[config.mk]
export PLATFORM = sky130hd
export DESIGN_NAME = alu_issue_ctrl_flat
export DESIGN_NICKNAME = d
export VERILOG_FILES = /design/src/rtl/alu_issue_ctrl_pkg.sv /design/src/rtl/alu_issue_ctrl_if.sv /design/src/rtl/alu_issue_regfile.sv /design/src/rtl/alu_issue_ctrl.sv /design/src/flat_wrapper.sv
export SDC_FILE = /design/constraint.sdc
export NUM_CORES = 2
export LEC_CHECK = 0
export BUFFER_PORTS_ARGS = -buffer_cell sky130_fd_sc_hd__buf_2
export CAP_MARGIN = 0
export CORE_UTILIZATION = 43
export DETAILED_ROUTE_END_ITERATION = 6
export SYNTH_ARGS = -nofsm -noshare
export SYNTH_HDL_FRONTEND = slang
export SYNTH_HIERARCHICAL = 1
export SYNTH_SLANG_ARGS = --single-unit
[constraint.sdc]
create_clock -name clk -period 5.4 [get_ports clk]
set_input_delay 0.54 -clock clk [delete_from_list [all_inputs] [get_ports clk]]
set_output_delay 0.54 -clock clk [all_outputs]
set_load 0.02 [all_outputs]
[src/rtl/alu_issue_ctrl_pkg.sv]
// ============================================================================
// Module      : alu_issue_pkg
// Description : Shared opcodes, ALU function codes and FSM state type for the
//               ALU issue controller.
// Revision    : 1.0 - initial release
// ============================================================================
`default_nettype none

package alu_issue_pkg;

    // RV32I opcodes handled by the issue controller
    localparam logic [6:0] OP_ALU_R = 7'b0110011;
    localparam logic [6:0] OP_ALU_I = 7'b0010011;

    // Funct3 encodings, identical to the alu_top operation select
    localparam logic [2:0] F3_ADD  = 3'd0;
    localparam logic [2:0] F3_SLL  = 3'd1;
    localparam logic [2:0] F3_SLT  = 3'd2;
    localparam logic [2:0] F3_SLTU = 3'd3;
    localparam logic [2:0] F3_XOR  = 3'd4;
    localparam logic [2:0] F3_SRL  = 3'd5;
    localparam logic [2:0] F3_OR   = 3'd6;
    localparam logic [2:0] F3_AND  = 3'd7;

    typedef enum logic [1:0] {
        IDLE = 2'd0,
        EXEC = 2'd1,
        WB   = 2'd2
    } state_t;

    // Shift operations take only the low five bits of the shift amount
    function automatic logic is_shift(input logic [2:0] f3);
        return (f3 == F3_SLL) || (f3 == F3_SRL);
    endfunction

    // Compare operations update only bit 0 of the ALU result
    function automatic logic is_compare(input logic [2:0] f3);
        return (f3 == F3_SLT) || (f3 == F3_SLTU);
    endfunction

endpackage

`default_nettype wire

[src/rtl/alu_issue_ctrl_if.sv]
// ============================================================================
// Module      : alu_issue_ctrl_if
// Description : Instruction handshake, ALU operand/result bus and retirement
//               report of the ALU issue controller.
// Revision    : 1.0 - initial release
// ============================================================================
`default_nettype none

interface alu_issue_ctrl_if #(
    parameter int WIDTH = 32
);
    logic             instr_valid;
    logic             instr_ready;
    logic [31:0]      instr;
    logic [WIDTH:0]   alu_rs1;
    logic [WIDTH:0]   alu_rs2;
    logic [2:0]       alu_funct3;
    logic             alu_funct7;
    logic [WIDTH:0]   alu_rd;
    logic             retire_valid;
    logic [4:0]       retire_rd;
    logic [WIDTH-1:0] retire_data;
    logic             illegal;

    // Fetch / ALU environment side
    modport master (
        output instr_valid, instr, alu_rd,
        input  instr_ready, alu_rs1, alu_rs2, alu_funct3, alu_funct7,
        input  retire_valid, retire_rd, retire_data, illegal
    );

    // Issue controller side
    modport slave (
        input  instr_valid, instr, alu_rd,
        output instr_ready, alu_rs1, alu_rs2, alu_funct3, alu_funct7,
        output retire_valid, retire_rd, retire_data, illegal
    );
endinterface

`default_nettype wire

[src/rtl/alu_issue_regfile.sv]
// ============================================================================
// Module      : alu_issue_regfile
// Description : NREGS x WIDTH architectural register file, two combinational
//               read ports, one debug read port, one write port; x0 is never
//               written so it always reads zero.
// Revision    : 1.0 - initial release
// ============================================================================
`default_nettype none

module alu_issue_regfile #(
    parameter int WIDTH = 32,
    parameter int NREGS = 32
) (
    input  wire logic             clk,
    input  wire logic             rst,
    input  wire logic [4:0]       raddr_a,
    output logic      [WIDTH-1:0] rdata_a,
    input  wire logic [4:0]       raddr_b,
    output logic      [WIDTH-1:0] rdata_b,
    input  wire logic [4:0]       dbg_raddr,
    output logic      [WIDTH-1:0] dbg_rdata,
    input  wire logic             wr_en,
    input  wire logic [4:0]       wr_addr,
    input  wire logic [WIDTH-1:0] wr_data
);

    logic [WIDTH-1:0] regs [NREGS];

    // Clear every entry on reset; otherwise write any register except x0
    always_ff @(posedge clk) begin
        if (!rst) begin
            for (int i = 0; i < NREGS; i++) begin
                regs[i] <= '0;
            end
        end else if (wr_en && (wr_addr != 5'd0)) begin
            regs[wr_addr] <= wr_data;
        end
    end

    assign rdata_a   = regs[raddr_a];
    assign rdata_b   = regs[raddr_b];
    assign dbg_rdata = regs[dbg_raddr];

endmodule

`default_nettype wire

[src/rtl/alu_issue_ctrl.sv]
// ============================================================================
// Module      : alu_issue_ctrl
// Description : Decodes one RV32I ALU instruction at a time, drives operands
//               to the registered alu_top, and writes back/retires the result
//               (IDLE -> EXEC -> WB, one instruction per three cycles).
//               Optional macro ALU_ISSUE_IMM_EN enables I-type (0010011).
// Revision    : 1.0 - initial release
// ============================================================================
`default_nettype none

module alu_issue_ctrl
    import alu_issue_pkg::*;
#(
    parameter int WIDTH = 32,
    parameter int NREGS = 32
) (
    input  wire logic             clk,
    input  wire logic             rst,
    alu_issue_ctrl_if.slave       bus,
    input  wire logic [4:0]       dbg_raddr,
    output logic      [WIDTH-1:0] dbg_rdata
);

    state_t state;
    state_t state_nxt;

    logic [6:0]       opcode;
    logic [2:0]       funct3;
    logic [6:0]       funct7;
    logic [4:0]       rs1_idx;
    logic [4:0]       rs2_idx;
    logic             accept;
    logic             legal;
    logic [WIDTH-1:0] x_rs1;
    logic [WIDTH-1:0] x_rs2;
    logic [WIDTH-1:0] op_first;
    logic [WIDTH-1:0] op_second;

    logic [WIDTH-1:0] held_first;
    logic [WIDTH-1:0] held_second;
    logic [2:0]       held_funct3;
    logic             held_funct7;
    logic [4:0]       held_rd;
    logic             illegal_pulse;

    logic             wr_en;
    logic             unused_rd_msb;

    assign opcode  = bus.instr[6:0];
    assign funct3  = bus.instr[14:12];
    assign funct7  = bus.instr[31:25];
    assign rs1_idx = bus.instr[19:15];
    assign rs2_idx = bus.instr[24:20];
    assign accept  = bus.instr_valid && bus.instr_ready;

    // Bit WIDTH of the ALU result is never architecturally visible
    assign unused_rd_msb = bus.alu_rd[WIDTH];

    alu_issue_regfile #(
        .WIDTH (WIDTH),
        .NREGS (NREGS)
    ) u_regfile (
        .clk       (clk),
        .rst       (rst),
        .raddr_a   (rs1_idx),
        .rdata_a   (x_rs1),
        .raddr_b   (rs2_idx),
        .rdata_b   (x_rs2),
        .dbg_raddr (dbg_raddr),
        .dbg_rdata (dbg_rdata),
        .wr_en     (wr_en),
        .wr_addr   (held_rd),
        .wr_data   (bus.retire_data)
    );

    // Legality: funct7 must be zero wherever alu_top would need it (SUB/SRA)
    always_comb begin
        legal = 1'b0;
        if (opcode == OP_ALU_R) begin
            legal = (funct7 == 7'd0);
        end
`ifdef ALU_ISSUE_IMM_EN
        else if (opcode == OP_ALU_I) begin
            legal = !is_shift(funct3) || (funct7 == 7'd0);
        end
`endif
    end

    // Operand shaping: alu_top computes RS2 op RS1, so x[rs1] goes to RS2
    always_comb begin
        op_first  = x_rs1;
        op_second = x_rs2;
`ifdef ALU_ISSUE_IMM_EN
        if (opcode == OP_ALU_I) begin
            op_second = {{(WIDTH-12){bus.instr[31]}}, bus.instr[31:20]};
        end
`endif
        if (is_shift(funct3)) begin
            op_second = {{(WIDTH-5){1'b0}}, op_second[4:0]};
        end
        // Flipping both sign bits turns the unsigned compare into a signed one
        if (funct3 == F3_SLT) begin
            op_first[WIDTH-1]  = ~op_first[WIDTH-1];
            op_second[WIDTH-1] = ~op_second[WIDTH-1];
        end
    end

    // Latch the decoded instruction on acceptance and flag illegal ones
    always_ff @(posedge clk) begin
        if (!rst) begin
            held_first    <= '0;
            held_second   <= '0;
            held_funct3   <= 3'd0;
            held_funct7   <= 1'b0;
            held_rd       <= 5'd0;
            illegal_pulse <= 1'b0;
        end else begin
            illegal_pulse <= accept && !legal;
            if (accept && legal) begin
                held_first  <= op_first;
                held_second <= op_second;
                held_funct3 <= funct3;
                held_funct7 <= bus.instr[30];
                held_rd     <= bus.instr[11:7];
            end
        end
    end

    // FSM state register
    always_ff @(posedge clk) begin
        if (!rst) begin
            state <= IDLE;
        end else begin
            state <= state_nxt;
        end
    end

    // FSM next-state logic
    always_comb begin
        state_nxt = state;
        case (state)
            IDLE:    if (accept && legal) state_nxt = EXEC;
            EXEC:    state_nxt = WB;
            WB:      state_nxt = IDLE;
            default: state_nxt = IDLE;
        endcase
    end

    // FSM outputs: handshake, retirement and write-back enable
    always_comb begin
        bus.instr_ready  = rst && (state == IDLE);
        bus.retire_valid = 1'b0;
        bus.retire_rd    = 5'd0;
        bus.retire_data  = '0;
        wr_en            = 1'b0;
        if (rst && (state == WB)) begin
            bus.retire_valid = 1'b1;
            bus.retire_rd    = held_rd;
            wr_en            = 1'b1;
            if (is_compare(held_funct3)) begin
                bus.retire_data = {{(WIDTH-1){1'b0}}, bus.alu_rd[0]};
            end else begin
                bus.retire_data = bus.alu_rd[WIDTH-1:0];
            end
        end
    end

    assign bus.alu_rs1    = {1'b0, held_second};
    assign bus.alu_rs2    = {1'b0, held_first};
    assign bus.alu_funct3 = held_funct3;
    assign bus.alu_funct7 = held_funct7;
    assign bus.illegal    = illegal_pulse;

endmodule

`default_nettype wire

[src/flat_wrapper.sv]
// flat-port wrapper written by rule: the top's interface ports become plain ports
module alu_issue_ctrl_flat import alu_issue_pkg::*;
#(
    parameter int WIDTH = 32,
    parameter int NREGS = 32
)
  (clk, rst, dbg_raddr, dbg_rdata, bus_instr_valid, bus_instr, bus_alu_rd, bus_instr_ready, bus_alu_rs1, bus_alu_rs2, bus_alu_funct3, bus_alu_funct7, bus_retire_valid, bus_retire_rd, bus_retire_data, bus_illegal);
  alu_issue_ctrl_if #(.WIDTH(WIDTH)) bus_i ();
  input  wire logic clk;
  input  wire logic rst;
  input  wire logic [4:0] dbg_raddr;
  output logic      [WIDTH-1:0] dbg_rdata;
  input wire logic [$bits(bus_i.instr_valid)-1:0] bus_instr_valid;
  input wire logic [$bits(bus_i.instr)-1:0] bus_instr;
  input wire logic [$bits(bus_i.alu_rd)-1:0] bus_alu_rd;
  output wire logic [$bits(bus_i.instr_ready)-1:0] bus_instr_ready;
  output wire logic [$bits(bus_i.alu_rs1)-1:0] bus_alu_rs1;
  output wire logic [$bits(bus_i.alu_rs2)-1:0] bus_alu_rs2;
  output wire logic [$bits(bus_i.alu_funct3)-1:0] bus_alu_funct3;
  output wire logic [$bits(bus_i.alu_funct7)-1:0] bus_alu_funct7;
  output wire logic [$bits(bus_i.retire_valid)-1:0] bus_retire_valid;
  output wire logic [$bits(bus_i.retire_rd)-1:0] bus_retire_rd;
  output wire logic [$bits(bus_i.retire_data)-1:0] bus_retire_data;
  output wire logic [$bits(bus_i.illegal)-1:0] bus_illegal;
  assign bus_i.instr_valid = bus_instr_valid;
  assign bus_i.instr = bus_instr;
  assign bus_i.alu_rd = bus_alu_rd;
  assign bus_instr_ready = bus_i.instr_ready;
  assign bus_alu_rs1 = bus_i.alu_rs1;
  assign bus_alu_rs2 = bus_i.alu_rs2;
  assign bus_alu_funct3 = bus_i.alu_funct3;
  assign bus_alu_funct7 = bus_i.alu_funct7;
  assign bus_retire_valid = bus_i.retire_valid;
  assign bus_retire_rd = bus_i.retire_rd;
  assign bus_retire_data = bus_i.retire_data;
  assign bus_illegal = bus_i.illegal;
  alu_issue_ctrl #(.WIDTH(WIDTH), .NREGS(NREGS)) u_core (.clk(clk), .rst(rst), .bus(bus_i), .dbg_raddr(dbg_raddr), .dbg_rdata(dbg_rdata));
endmodule
# == Word-level counts from Yosys, hierarchy flattened ==
# Memories as Yosys holds them, arrays and structs flattened.
# Cells that the tools add are included.
# word_totals
reg_bits,76
ramBits,1024
inputBits,73
out_inout_bits,142
elab_cells,49
n_memories,1
# op_classes
eq_ne,9
n_mux,17
bitwise,2
reduce_logical,13
# memory_table
memory,words,width,rd,rd_clocked_by_memory_dff,write_ports,line_no,rtl
u_core.u_regfile.regs,32,32,3,0,32,alu_issue_regfile.sv:27,logic [WIDTH-1:0] regs [NREGS];
# ops
cell,n
$mux W32,4
$reduce_or A32 Y1,1
$mux W5,2
$eq A3 B2 Y1 const B,3
$mux W1,9
$eq A7 B6 Y1 const B,1
$logic_not A7 Y1,1
$logic_and A1 B1 Y1,6
$reduce_bool A5 Y1,1
$pmux W2 S2,1
$eq A3 B1 Y1 const B,1
$eq A3 B3 Y1 const B,1
$eq A2 B1 Y1 const B,1
$eq A2 B2 Y1 const B,1
$logic_not A2 Y1,1
$logic_or A1 B1 Y1,2
$mux W2,1
$ne A2 B1 Y1 const B,1
$not A1 Y1,2
$logic_not A1 Y1,1

# == Longest topological paths before layout ==
# logic_depth
word_depth,9
mapped_depth,11
depth_no_buf,8

# == Modules after synthesis ==
# Netlist, hierarchy kept.
# by_module_without_submodules
module,n_inst,cells_each,area_each_um2,seq_area_each_um2
alu_issue_regfile,1,5767,64503.1,30749.5
alu_issue_ctrl,1,383,3357.0,1521.5

# == Worst setup path before layout ==
# No wires, ideal clock.
# synth_path
kind,in2reg
startpoint,input rst
endpoint,memory u_core.u_regfile.regs[28][0] (enable)
setup_time_ns,0.466
arrival_time_ns,3.810
t_required_ns,4.934
setup_slack_ns,1.124
path_stages,6
n_path_buf,2
path_cell_list,and3b_1 buf_2 nand2_1 or3_4 buf_6 o21ai_0
# synth_lines
item,line_no,rtl
"start, declared",flat_wrapper.sv:10,input wire logic rst;
"end, declared",alu_issue_regfile.sv:27,

# == Final worst setup path ==
# layout_path
startpoint,register u_core.state[1]
endpoint,output bus_retire_data[1]
# layout_via
elab_chain_cells,3
# layout_rtl
item,line_no,rtl
"start, declared",alu_issue_ctrl.sv:24,state_t state;
"start signal, assigned",alu_issue_ctrl.sv:134,state <= state_nxt;
$eq A2 B2 Y1,alu_issue_ctrl.sv:156,if (rst && (state == WB)) begin
$logic_and A1 B1 Y1,alu_issue_ctrl.sv:156,
$mux W32,alu_issue_ctrl.sv:156,
"end, declared",flat_wrapper.sv:23,output wire logic [$bits(bus_i.retire_data)-1:0] bus_retire_data;
# Every way passes these cells.

==> metrics.yaml <==
outcome:
  status: "completed"
critical_path:
  crit_type: "reg2out"
  r2r_start: "u_core/state[1]"
  cp-end-kind: "primary output"
  cp_slowest_cell: "a21boi_4"
  worst-path-stages: 6
  r2r_cells: 6
  slowest_delay_ps: 990
  start_kind: "register"
  cp.arrival_ps: 3790
  cp.required_ps: 4860
  cp_num_buf_inv: 3
  crit_start: "u_core/state[1]"
  worst-path-max-fanout: 32
  crit_chain: "and3b_1, a21boi_4, buf_12, and2_1, buf_4, buf_2"
  critPathTopFamily: "compound AO/OA/AOI/OAI gates"
clock_tree:
  htree_levels: 4
  cts_setup_buffers: 0
  cts_tree: "done"
  cts_num_sinks: 1100
  cts-root-buf: "clkbuf_16"
  numCtsBuffers: 132
  clk_transition_reported_paths_ps: 60
  cts_buffer_depth: 3
  clk_latency_ps: 810
yosys:
  yosysUniqueCellTypes: 45
  seq_area_frac_synth: 0.4756
  syn_inst: 6150
  synth-edff-count: 1024
  async_flop_share: 0
  syn_area_per_cell_um2: 11.03
  syn-cell-area_um2: 67860
  synth_top_area_frac: 0.4531
  yosys.area.top_type: "edfxtp_1"
  yosys_warnings: 6
  synth.area.top_cells: "edfxtp_1 (45%), mux2i_1 (24%), and2_1 (9.5%), a22oi_1 (3.2%), a22o_1 (2.5%)"
  ys_ff_latch: 1100
  ys.flop_type: "edfxtp_1"
placement:
  hpwlAfterDp_um: 159500
  portBuffers: 211
  place_ws_ps: 1265
  dpl_cell_area_um2: 71980
  place_inst: 8080
  gp_congestion: 0.9241
route:
  wl_per_cell_um: 33.02
  first_iter_violations: 7813
  dr.pass1.iters: 6
  vias_per_cell: 6.466
  vias: 53870
  drc_errors: 0
  ant_nets: 0
  drt-total-wl_um: 275100
sta:
  setup_violations: 0
  worst-slew-pin-transition_ps: 1399
  rsz0062_at_grt: "no"
  max_freq_mhz: 231.1
  fin_tns_setup_ps: 0
  post-route-period-util: 0.8012
  drv_slew: 0
  timing.final.ws_setup_ps: 1073
  finalCriticalPeriod_ps: 4327
  hold_violations: 0
  finClkSkew_ps: 32.21
  maxSlewHeadroom: 0.06426
global_route:
  grt_start_max_net_pins: 75
  grt_pass1_vias: 51610
  grt_use_total: 0.3349
  grt_pass1_wl_um: 378300
  grt_overflow: 0
  antenna_found_initial: 25
die:
  dieArea_um2: 159400
  start_util: 0.4339
  die_w_um: 399.3
  coreArea_um2: 156400
  ios: 215
  die_y_um: 399.3
  core.rowCount: 145
power_and_ir_drop:
  p_per_area_nw_per_um2: 286.5
  total_power_w: 0.02184
  leakagePower_nw: 30.67
  vdd_drop_max_uv: 361.7
finish:
  fin_nets: 6234
  n_fill_cell: 14030
  final_common_cell: "mux2i_1"
  layout_common_cells: "mux2i_1 (1608), and2_1 (1029), edfxtp_1 (1024), nand2_1 (436), nand3_1 (289)"
  fin_cells: 8331
  syn2layout_area_growth_pct: 12.34
  finish.instance_area_um2: 76230
  drive_above_1_share: 0.1160
min_path:
  holdPathStages: 3
  hp-start: "bus_instr[13]"
  hp-class: "in2reg"
flow_run:
  maxCapViolCount: 0
-- cell type report --
cell class | count | area, um^2 | share of cell area
sequential | 1100 | 32270 | 0.4233
inverter | 4 | 16.27 | 0.0002134
clock inverter | 65 | 541.8 | 0.007107
timing repair buffer | 450 | 3716 | 0.04875
tap | 2058 | 2575 | 0.03378
clock buffer | 176 | 3645 | 0.04781
antenna | 5 | 12.51 | 0.0001641
multi-input combinational | 4473 | 33450 | 0.4389
-- power breakdown --
group / internal, W / switching [W] / total [W] / leakage [nW]
registers: 0.00969 / 0.000305 / 0.0100 / 10.5
clock network: 0.00504 / 0.00376 / 0.00880 / 2.04
logic: 0.00105 / 0.00199 / 0.00304 / 18.2
-- per-stage QoR --
step / util / hold WS, ps
finish: 0.4875 / 39.01
global route: 0.4874 / 36.43
CTS: 0.4874 / 2.402
detailed placement: 0.4603 / 415.7
global placement: 0.4603 / 413.1
floorplan: - / 420.1
-- flip-flops by register name (all words and copies together) (netlist names) --
name / flops
u_core/bus.alu_funct3: 3
u_core/bus.alu_funct7: 1
u_core/bus.illegal: 1
u_core/held_first: 32
u_core/held_rd: 5
u_core/held_second: 32
u_core/state: 2
u_core/u_regfile/regs: 1024
-- synth_stat cells (2+ instances only) --
cell type and n:
and2_1 1032, edfxtp_1 1024, nand4_1 2, or3b_1 2
nor2b_1 8, nor2_1 26, clkbuf_2 18, nor4_1 2
buf_6 10, or2_2 3, nor2_2 8, a22oi_1 288
dfxtp_1 76, mux2i_1 1608, clkbuf_1 323, a22o_1 192
buf_1 41, a21oi_1 288, conb_1 2, nor3_1 96
inv_1 4, o21ai_0 31, a31oi_1 96, nand3_1 289
buf_4 103, nor2_4 5, nand2_1 439, nand2b_1 6
nand3b_1 3, buf_2 110
-- repair_timing --
item / CTS / global route
endpoints found under the hold margin: 5 / 0
hold buffers: 5 / 0
setup endpoints to repair: 0 / 0
resized for setup: 0 / 0
-- final timing paths --
path	slack, ps	end
worst max-delay path	1070	bus_retire_data[1]
worst min-delay path	40	u_core/bus.alu_funct3[1]
worst max register to register	1960	u_core/u_regfile/regs[9][20]
worst min register to register	420	u_core/bus.alu_funct7
-- worst reg2reg max path, cell delays in order (launching register included) --
cell and delay (ps):
dfxtp_1 360, and3b_1 570, nand2_1 150, nor2_1 160, nand2_2 500, o21ai_4 790, buf_4 540
-- kinds of logic after synthesis --
kind of cell,synth area share
simple gates,0.1546
mux,0.2372
flops,0.4756
compound gates,0.08955
buf+inv,0.04285
other cells,0.0001107
xor+xnor,0.0001291
-- routing by layer --
| layer | global-route usage | wire, um |
|---|---|---|
| met1 | 0.4508 | 108500 |
| met2 | 0.4976 | 118400 |
| met3 | 0.07049 | 31410 |
| met4 | 0.1936 | 16700 |
| met5 | 0 | 32 |
Note: power is estimated with default switching activity, not from simulation.
